===== config.mk =====
export PLATFORM = sky130hd
export DESIGN_NAME = rtc_clock_core
export DESIGN_NICKNAME = d
export VERILOG_FILES = /design/src/rtl/rtc_pkg.sv /design/src/rtl/bcd_cnt.sv /design/src/rtl/rtc_clock_core.sv
export SDC_FILE = /design/constraint.sdc
export NUM_CORES = 1
export LEC_CHECK = 0
export CAP_MARGIN = 20
export CORE_UTILIZATION = 50
export CTS_CLUSTER_DIAMETER = 80
export DETAILED_ROUTE_END_ITERATION = 12
export PLACE_DENSITY = 0.76
export SKIP_LAST_GASP = 1
export SLEW_MARGIN = 20
export SYNTH_ARGS = -nofsm -noshare
export SYNTH_HDL_FRONTEND = slang
export SYNTH_SLANG_ARGS = --single-unit

===== constraint.sdc =====
create_clock -name clk -period 1.83 [get_ports clk]
set_input_delay 0.366 -clock clk [delete_from_list [all_inputs] [get_ports clk]]
set_output_delay 0.366 -clock clk [all_outputs]
set_load 0.005 [all_outputs]

===== src/rtl/rtc_pkg.sv =====
// rtc_pkg: state encoding, BCD field limits and the BCD digit-pair increment
// shared by the real-time clock core and its field counters.
package rtc_pkg;

   typedef enum logic [2:0] {
      ST_RUN    = 3'd0,
      ST_SET_H  = 3'd1,
      ST_SET_M  = 3'd2,
      ST_SET_AH = 3'd3,
      ST_SET_AM = 3'd4
   } state_t;

   localparam logic [7:0] BCD_00 = 8'h00;
   localparam logic [7:0] BCD_01 = 8'h01;
   localparam logic [7:0] BCD_11 = 8'h11;
   localparam logic [7:0] BCD_12 = 8'h12;
   localparam logic [7:0] BCD_23 = 8'h23;
   localparam logic [7:0] BCD_59 = 8'h59;

   // Digit-wise +1 without range wrap; callers handle the field maximum.
   function automatic logic [7:0] bcd_inc(input logic [7:0] v);
      if (v[3:0] == 4'd9) return {v[7:4] + 4'd1, 4'd0};
      return {v[7:4], v[3:0] + 4'd1};
   endfunction

endpackage


===== src/rtl/bcd_cnt.sv =====
// bcd_cnt: two-digit BCD field counter wrapping MAX -> MIN, with synchronous
// clear to MIN and a carry flag raised on the wrapping increment.
module bcd_cnt
   import rtc_pkg::*;
#(
   parameter logic [7:0] MIN     = BCD_00,
   parameter logic [7:0] MAX     = BCD_59,
   parameter logic [7:0] RST_VAL = BCD_00
) (
   input  logic       clk,
   input  logic       rst,
   input  logic       inc,
   input  logic       clr,
   output logic [7:0] value,
   output logic [7:0] nxt,
   output logic       carry
);

   always_comb begin
      // NOTE: default assignment first, so no path through the block infers a latch.
      nxt = value;
      if (clr)      nxt = MIN;
      else if (inc) nxt = (value == MAX) ? MIN : bcd_inc(value);
   end

   assign carry = inc & ~clr & (value == MAX);

   // NOTE: non-blocking assignment so every register samples pre-edge values.
   always_ff @(posedge clk) begin
      if (rst) value <= RST_VAL;
      else     value <= nxt;
   end

endmodule


===== src/rtl/rtc_clock_core.sv =====
// rtc_clock_core: BCD time-of-day clock with 1 Hz prescaler and key-driven setting.
// Define RTC_ALARM_EN to build in the alarm registers, SET_AH/SET_AM and ring logic.
module rtc_clock_core
   import rtc_pkg::*;
#(
   parameter int CLK_DIV    = 50_000_000,
   parameter int HOUR_24    = 1,
   parameter int ALARM_SECS = 30
) (
   input  logic       clk,
   input  logic       rst,
   input  logic       key_mode,
   input  logic       key_inc_h,
   input  logic       key_inc_m,
   output logic [7:0] sec_bcd,
   output logic [7:0] min_bcd,
   output logic [7:0] hour_bcd,
   output logic       pm,
   output logic       tick_1hz,
   output logic [2:0] state,
   output logic       alarm_on
);

   localparam int         PW       = $clog2(CLK_DIV);
   localparam logic [7:0] HOUR_MIN = (HOUR_24 != 0) ? BCD_00 : BCD_01;
   localparam logic [7:0] HOUR_MAX = (HOUR_24 != 0) ? BCD_23 : BCD_12;
   localparam logic [7:0] HOUR_RST = (HOUR_24 != 0) ? BCD_00 : BCD_12;

   logic [PW-1:0] presc;
   state_t        st;
   logic          consumed, mode_go, inc_h_go, inc_m_go, adv, sec_clr;
   logic          min_inc, hour_inc, sec_carry, min_carry, hour_carry;
   logic [7:0]    sec_nxt, min_nxt, hour_nxt;

   assign tick_1hz = (presc == PW'(CLK_DIV - 1));

   // NOTE: reset is synchronous, so it only takes effect on a clk edge.
   always_ff @(posedge clk) begin
      if (rst || tick_1hz) presc <= '0;
      else                 presc <= presc + 1'b1;
   end

   // A mode press outranks an increment in the same cycle; a key that silences
   // a ringing alarm does nothing else.
   assign mode_go  = key_mode & ~consumed;
   assign inc_h_go = key_inc_h & ~key_mode & ~consumed;
   assign inc_m_go = key_inc_m & ~key_mode & ~consumed;
   assign adv      = tick_1hz & (st == ST_RUN) & ~mode_go;
   assign sec_clr  = (st == ST_SET_H) | (st == ST_SET_M) | ((st == ST_RUN) & mode_go);
   assign min_inc  = (adv & sec_carry) | ((st == ST_SET_M) & inc_m_go);
   assign hour_inc = (adv & min_carry) | ((st == ST_SET_H) & inc_h_go);

   bcd_cnt #(.MIN(BCD_00), .MAX(BCD_59), .RST_VAL(BCD_00)) u_sec (
      .clk(clk), .rst(rst), .inc(adv), .clr(sec_clr),
      .value(sec_bcd), .nxt(sec_nxt), .carry(sec_carry)
   );

   bcd_cnt #(.MIN(BCD_00), .MAX(BCD_59), .RST_VAL(BCD_00)) u_min (
      .clk(clk), .rst(rst), .inc(min_inc), .clr(1'b0),
      .value(min_bcd), .nxt(min_nxt), .carry(min_carry)
   );

   bcd_cnt #(.MIN(HOUR_MIN), .MAX(HOUR_MAX), .RST_VAL(HOUR_RST)) u_hour (
      .clk(clk), .rst(rst), .inc(hour_inc), .clr(1'b0),
      .value(hour_bcd), .nxt(hour_nxt), .carry(hour_carry)
   );

   always_ff @(posedge clk) begin
      if (rst) begin
         st <= ST_RUN;
         pm <= 1'b0;
      end else begin
         if (mode_go) begin
            case (st)
               ST_RUN:    st <= ST_SET_H;
               ST_SET_H:  st <= ST_SET_M;
`ifdef RTC_ALARM_EN
               ST_SET_M:  st <= ST_SET_AH;
               ST_SET_AH: st <= ST_SET_AM;
`endif
               default:   st <= ST_RUN;
            endcase
         end
         if ((HOUR_24 == 0) && hour_inc && (hour_bcd == BCD_11)) pm <= ~pm;
      end
   end

   assign state = st;

`ifdef RTC_ALARM_EN
   logic [7:0] alarm_h, alarm_m, ah_nxt, am_nxt;
   logic       ah_carry, am_carry, ring_start, unused_sink;
   logic [5:0] ring_left;

   assign consumed   = alarm_on & (key_mode | key_inc_h | key_inc_m);
   assign ring_start = adv & (sec_nxt == BCD_00) & (min_nxt == alarm_m) & (hour_nxt == alarm_h);

   bcd_cnt #(.MIN(HOUR_MIN), .MAX(HOUR_MAX), .RST_VAL(HOUR_RST)) u_alarm_h (
      .clk(clk), .rst(rst), .inc((st == ST_SET_AH) & inc_h_go), .clr(1'b0),
      .value(alarm_h), .nxt(ah_nxt), .carry(ah_carry)
   );

   bcd_cnt #(.MIN(BCD_00), .MAX(BCD_59), .RST_VAL(BCD_00)) u_alarm_m (
      .clk(clk), .rst(rst), .inc((st == ST_SET_AM) & inc_m_go), .clr(1'b0),
      .value(alarm_m), .nxt(am_nxt), .carry(am_carry)
   );

   // ring_left counts the ticks still to ring after the one that started it.
   always_ff @(posedge clk) begin
      if (rst) begin
         alarm_on  <= 1'b0;
         ring_left <= '0;
      end else if (consumed || (st != ST_RUN)) begin
         alarm_on <= 1'b0;
      end else if (ring_start) begin
         alarm_on  <= 1'b1;
         ring_left <= 6'(ALARM_SECS - 1);
      end else if (alarm_on && adv) begin
         if (ring_left == '0) alarm_on  <= 1'b0;
         else                 ring_left <= ring_left - 1'b1;
      end
   end

   assign unused_sink = ^{ah_nxt, am_nxt, ah_carry, am_carry, hour_carry};
`else
   logic unused_sink;

   assign consumed    = 1'b0;
   assign alarm_on    = 1'b0;
   assign unused_sink = ^{sec_nxt, min_nxt, hour_nxt, hour_carry, (ALARM_SECS > 0)};
`endif

endmodule


==> metrics.txt <==
# TYPE chip_impl_metric gauge
chip_impl_metric{name="ys_async_sr_fraction",unit="%"} 0
chip_impl_metric{name="largest_net_degree_at_the_start_of_global_routing",unit=""} 27
chip_impl_info{name="yosysMostFrequentCell",value="sky130_fd_sc_hd__dfxtp_1"} 1
chip_impl_metric{name="detail_route.first_pass.iterations",unit=""} 4
chip_impl_metric{name="tritoncts.num_buffers",unit=""} 5
chip_impl_metric{name="drv_cap",unit=""} 0
chip_impl_info{name="min_delay_worst_endpoint",value="presc[0]"} 1
chip_impl_metric{name="placementRows",unit=""} 27
chip_impl_info{name="yosys-top-cells-area",value="sky130_fd_sc_hd__dfxtp_1, sky130_fd_sc_hd__ha_1, sky130_fd_sc_hd__nor2_1"} 1
chip_impl_metric{name="cp_max_fo",unit=""} 10
chip_impl_metric{name="synth_cell_types",unit=""} 43
chip_impl_info{name="postSynth.topFlopCell",value="sky130_fd_sc_hd__dfxtp_1"} 1
chip_impl_info{name="timing.critical_path.to_type",value="flip-flop"} 1
chip_impl_info{name="synth_top_cells_by_count",value="sky130_fd_sc_hd__dfxtp_1, sky130_fd_sc_hd__nor2_1, sky130_fd_sc_hd__nand3_1"} 1
chip_impl_info{name="worst_path_max_delay_cell",value="sky130_fd_sc_hd__dfxtp_1"} 1
chip_impl_metric{name="regToRegSetupSlack",unit="ns"} 0.03
chip_impl_metric{name="gp_routability_congestion",unit=""} 0.816
chip_impl_metric{name="hold_buffers_post_cts",unit=""} 0
chip_impl_metric{name="yosys_warnings",unit=""} 0
chip_impl_metric{name="port_buffers",unit=""} 31
chip_impl_metric{name="detailedPlace.worstSlack",unit="ns"} -0.337
chip_impl_metric{name="final-hold-violation-count",unit=""} 0
chip_impl_metric{name="globalRoute.totalOverflow",unit=""} 0
chip_impl_info{name="critPathKind",value="flip-flop to flip-flop"} 1
chip_impl_metric{name="hold_ws",unit="ns"} 0.478
chip_impl_metric{name="power.ir.vdd_worst",unit="uV"} 393
chip_impl_metric{name="synth_edf_count",unit=""} 0
chip_impl_info{name="worst_r2r_src",value="presc[7]"} 1
chip_impl_metric{name="yosysSeqAreaShare",unit="%"} 36.2
chip_impl_metric{name="ant_nets",unit=""} 0
chip_impl_metric{name="number_of_global_route_vias_before_repair",unit=""} 2575
chip_impl_info{name="run_status",value="finished, final reports clean"} 1
chip_impl_metric{name="timing.hold.worst_path_depth",unit=""} 1
chip_impl_info{name="setup.worst_path.start_class",value="flip-flop"} 1
chip_impl_metric{name="final-setup-viol-count",unit=""} 0
chip_impl_metric{name="layout-area-overhead-vs-synth",unit="%"} 33.7
chip_impl_metric{name="critPathMaxStageDelay",unit="ns"} 0.42
chip_impl_metric{name="totalWireLength",unit="mm"} 6.67
chip_impl_metric{name="pwr_density_cell",unit="nW/um^2"} 520
chip_impl_metric{name="final_layout_fill_cell_count",unit=""} 456
chip_impl_metric{name="initial_core_util",unit="%"} 52.2
chip_impl_metric{name="route.detailed.drc",unit=""} 0
chip_impl_metric{name="core_region_area",unit="um^2"} 5510
chip_impl_metric{name="ctsLongestPathBuffers",unit=""} 2
chip_impl_info{name="cell_type_group_with_the_largest_total_delay_on_the_critical_path",value="simple AND/OR/NAND/NOR gates"} 1
chip_impl_metric{name="die_x",unit="um"} 77.8
chip_impl_metric{name="worst_ep_arrival_time",unit="ns"} 2.00
chip_impl_info{name="critical_path.cell_chain",value="and4b_1, and4_1, buf_6, and4_4, o211ai_1, mux2_2"} 1
chip_impl_info{name="worstHoldStart",value="presc[0]"} 1
chip_impl_metric{name="timing.final.crit_share",unit="%"} 98.1
chip_impl_metric{name="fmax",unit="GHz"} 0.557
chip_impl_metric{name="final_net_count",unit=""} 446
chip_impl_metric{name="path_clk_slew",unit="ns"} 0.10
chip_impl_metric{name="clock_latency",unit="ns"} 0.31
chip_impl_metric{name="cts_max_level",unit=""} 2
chip_impl_metric{name="share_of_yosys_cell_area_claimed_by_the_top_area_cell_type",unit="%"} 36.2
chip_impl_metric{name="post-dp-hpwl",unit="mm"} 4.97
chip_impl_metric{name="worst-endpoint-required",unit="ns"} 2.04
chip_impl_metric{name="io_pins",unit=""} 35
chip_impl_metric{name="slew_viol_final",unit=""} 0
chip_impl_metric{name="power.leakage",unit="uW"} 0.00145
chip_impl_metric{name="wire_per_inst",unit="um"} 13.4
chip_impl_metric{name="layout-drive-gt1-share",unit="%"} 24.0
chip_impl_metric{name="grt_pass1_wl",unit="mm"} 11.0
chip_impl_metric{name="floorplan.die.height",unit="um"} 77.8
chip_impl_info{name="synth_largest_area_cell",value="sky130_fd_sc_hd__dfxtp_1"} 1
chip_impl_metric{name="netlist_area_pre_place",unit="um^2"} 2870
chip_impl_info{name="ctsRootBufferMaster",value="sky130_fd_sc_hd__clkbuf_8"} 1
chip_impl_metric{name="die_area",unit="um^2"} 6050
chip_impl_info{name="startpoint_of_the_most_critical_setup_path",value="presc[7]"} 1
chip_impl_metric{name="grtUsageTotal",unit="%"} 22.6
chip_impl_metric{name="critPathBufInv",unit=""} 1
chip_impl_metric{name="ff2ff_path_depth",unit=""} 6
chip_impl_metric{name="fin_worst_skew",unit="ns"} 0.0115
chip_impl_metric{name="finalCriticalPeriod",unit="ns"} 1.80
chip_impl_metric{name="worst_slack",unit="ns"} 0.0347
chip_impl_info{name="grt_setup_unrepaired",value="true"} 1
chip_impl_info{name="cts_tree",value="done"} 1
chip_impl_metric{name="n_antenna_cell",unit=""} 0
chip_impl_info{name="regToRegEndpoint",value="u_hour.value[6]"} 1
chip_impl_metric{name="synth.ff_latch_count",unit=""} 52
chip_impl_metric{name="synthCells",unit=""} 347
chip_impl_info{name="min-delay-path-class",value="flip-flop to flip-flop"} 1
chip_impl_metric{name="antenna_found_initial",unit=""} 0
chip_impl_metric{name="tritoncts_num_sinks",unit=""} 52
chip_impl_metric{name="synthesis.area_per_instance",unit="um^2"} 8.28
chip_impl_metric{name="drt_iter0_drc",unit=""} 143
chip_impl_metric{name="via_per_inst",unit=""} 5.50
chip_impl_metric{name="num_vias",unit=""} 2735
cells in the final DEF (no fill, tap or decap), types with 4 or more instances in the layout:
cell                              instances
sky130_fd_sc_hd__a21oi_1                 16
sky130_fd_sc_hd__and3_1                   4
sky130_fd_sc_hd__and3b_1                  4
sky130_fd_sc_hd__and4_1                   5
sky130_fd_sc_hd__buf_4                   51
sky130_fd_sc_hd__clkbuf_8                 6
sky130_fd_sc_hd__clkdlybuf4s50_1         29
sky130_fd_sc_hd__dfxtp_1                 46
sky130_fd_sc_hd__dfxtp_2                  6
sky130_fd_sc_hd__ha_1                    14
sky130_fd_sc_hd__inv_1                   15
sky130_fd_sc_hd__mux2i_1                  4
sky130_fd_sc_hd__nand2_1                 21
sky130_fd_sc_hd__nand3_1                 23
sky130_fd_sc_hd__nand3b_1                 5
sky130_fd_sc_hd__nand4_1                  6
sky130_fd_sc_hd__nor2_1                  49
sky130_fd_sc_hd__nor3_1                   7
sky130_fd_sc_hd__o211ai_1                 4
sky130_fd_sc_hd__o21ai_0                 12
sky130_fd_sc_hd__o32ai_1                  4
sky130_fd_sc_hd__or3_1                    9
sky130_fd_sc_hd__xnor2_1                 12
sky130_fd_sc_hd__xor2_1                  10
flip-flops by register name, summed over array words and instances (netlist names):
| name | flops |
|---|---|
| u_min.value | 8 |
| state | 2 |
| presc | 26 |
| u_sec.value | 8 |
| u_hour.value | 8 |
metal layers:
metal	GRT usage, %	up-vias	wire length (um)
met4	8.87	0	91
met5	0	-	0
met1	25.5	1292	2820
met3	3.53	13	238
li1	-	1357	-
met2	41.9	73	3510
worst max-delay path by stage:
stage	to	slack, ns	cells past startpoint
finish	u_hour.value[6]	0.03	6
global route	u_sec.value[3]	-0.09	6
CTS	u_hour.value[7]	-0.05	7
detailed placement	u_hour.value[7]	-0.34	6
global placement	u_hour.value[7]	-0.27	6
floorplan	u_min.value[7]	-0.02	8
worst reg2reg max path, stage by stage (launching register included):
cell and delay, ns:
sky130_fd_sc_hd__dfxtp_1 0.42, sky130_fd_sc_hd__and4b_1 0.22, sky130_fd_sc_hd__and4_1 0.21, sky130_fd_sc_hd__buf_6 0.14, sky130_fd_sc_hd__and4_4 0.19, sky130_fd_sc_hd__o211ai_1 0.18, sky130_fd_sc_hd__mux2_2 0.35
area by class of cell:
type                    count  area (um^2)  share of cell area (%)
clock buffers               8         90.1                    2.35
multi-input cells         262         1810                    47.0
inverters                  18         67.6                    1.76
flip-flops and latches     52         1050                    27.3
repair buffers             85          738                    19.2
well taps                  72         90.1                    2.35
stage by stage:
stage,power [uW],util [%],cell area (um^2),cells,TNS [ns]
final,2000,69.7,3840,497,0
after detailed placement,1330,66.5,3660,488,-4.63
after global placement,1320,66.5,3660,488,-3.55
after CTS,2000,68.9,3790,496,-0.171
after global routing,2060,69.7,3840,497,-0.287
after floorplan,1260,-,2950,349,-0.0203
power by group:
part | switching (uW) | internal [uW] | leakage [uW]
Sequential | 9.92 | 1140 | 0.000422
Combinational | 80.5 | 83.3 | 0.000986
Clock | 369 | 310 | 0.0000455
Total | 460 | 1540 | 0.00145
cell families (layout without fill, tap and decap cells):
family                   after synthesis  in the layout  synth area share, %
adder cells (fa/ha/maj)               17             17                 7.40
flip-flops                            52             52                 36.2
buffers and inverters                 35            111                 5.75
XOR/XNOR                              22             22                 6.71
multiplexers                           9              9                 3.35
AO/OA/AOI/OAI                         50             50                 10.8
other                                  1              3                0.131
AND/OR/NAND/NOR                      161            161                 29.7
repair_timing:
| action | CTS | global route |
|---|---|---|
| gates resized for setup | 9 | 17 |
| pin swaps | 5 | 6 |
| setup endpoints to repair | 6 | 16 |
| buffers inserted | 0 | 1 |
Power figures use the tool's default switching activity.
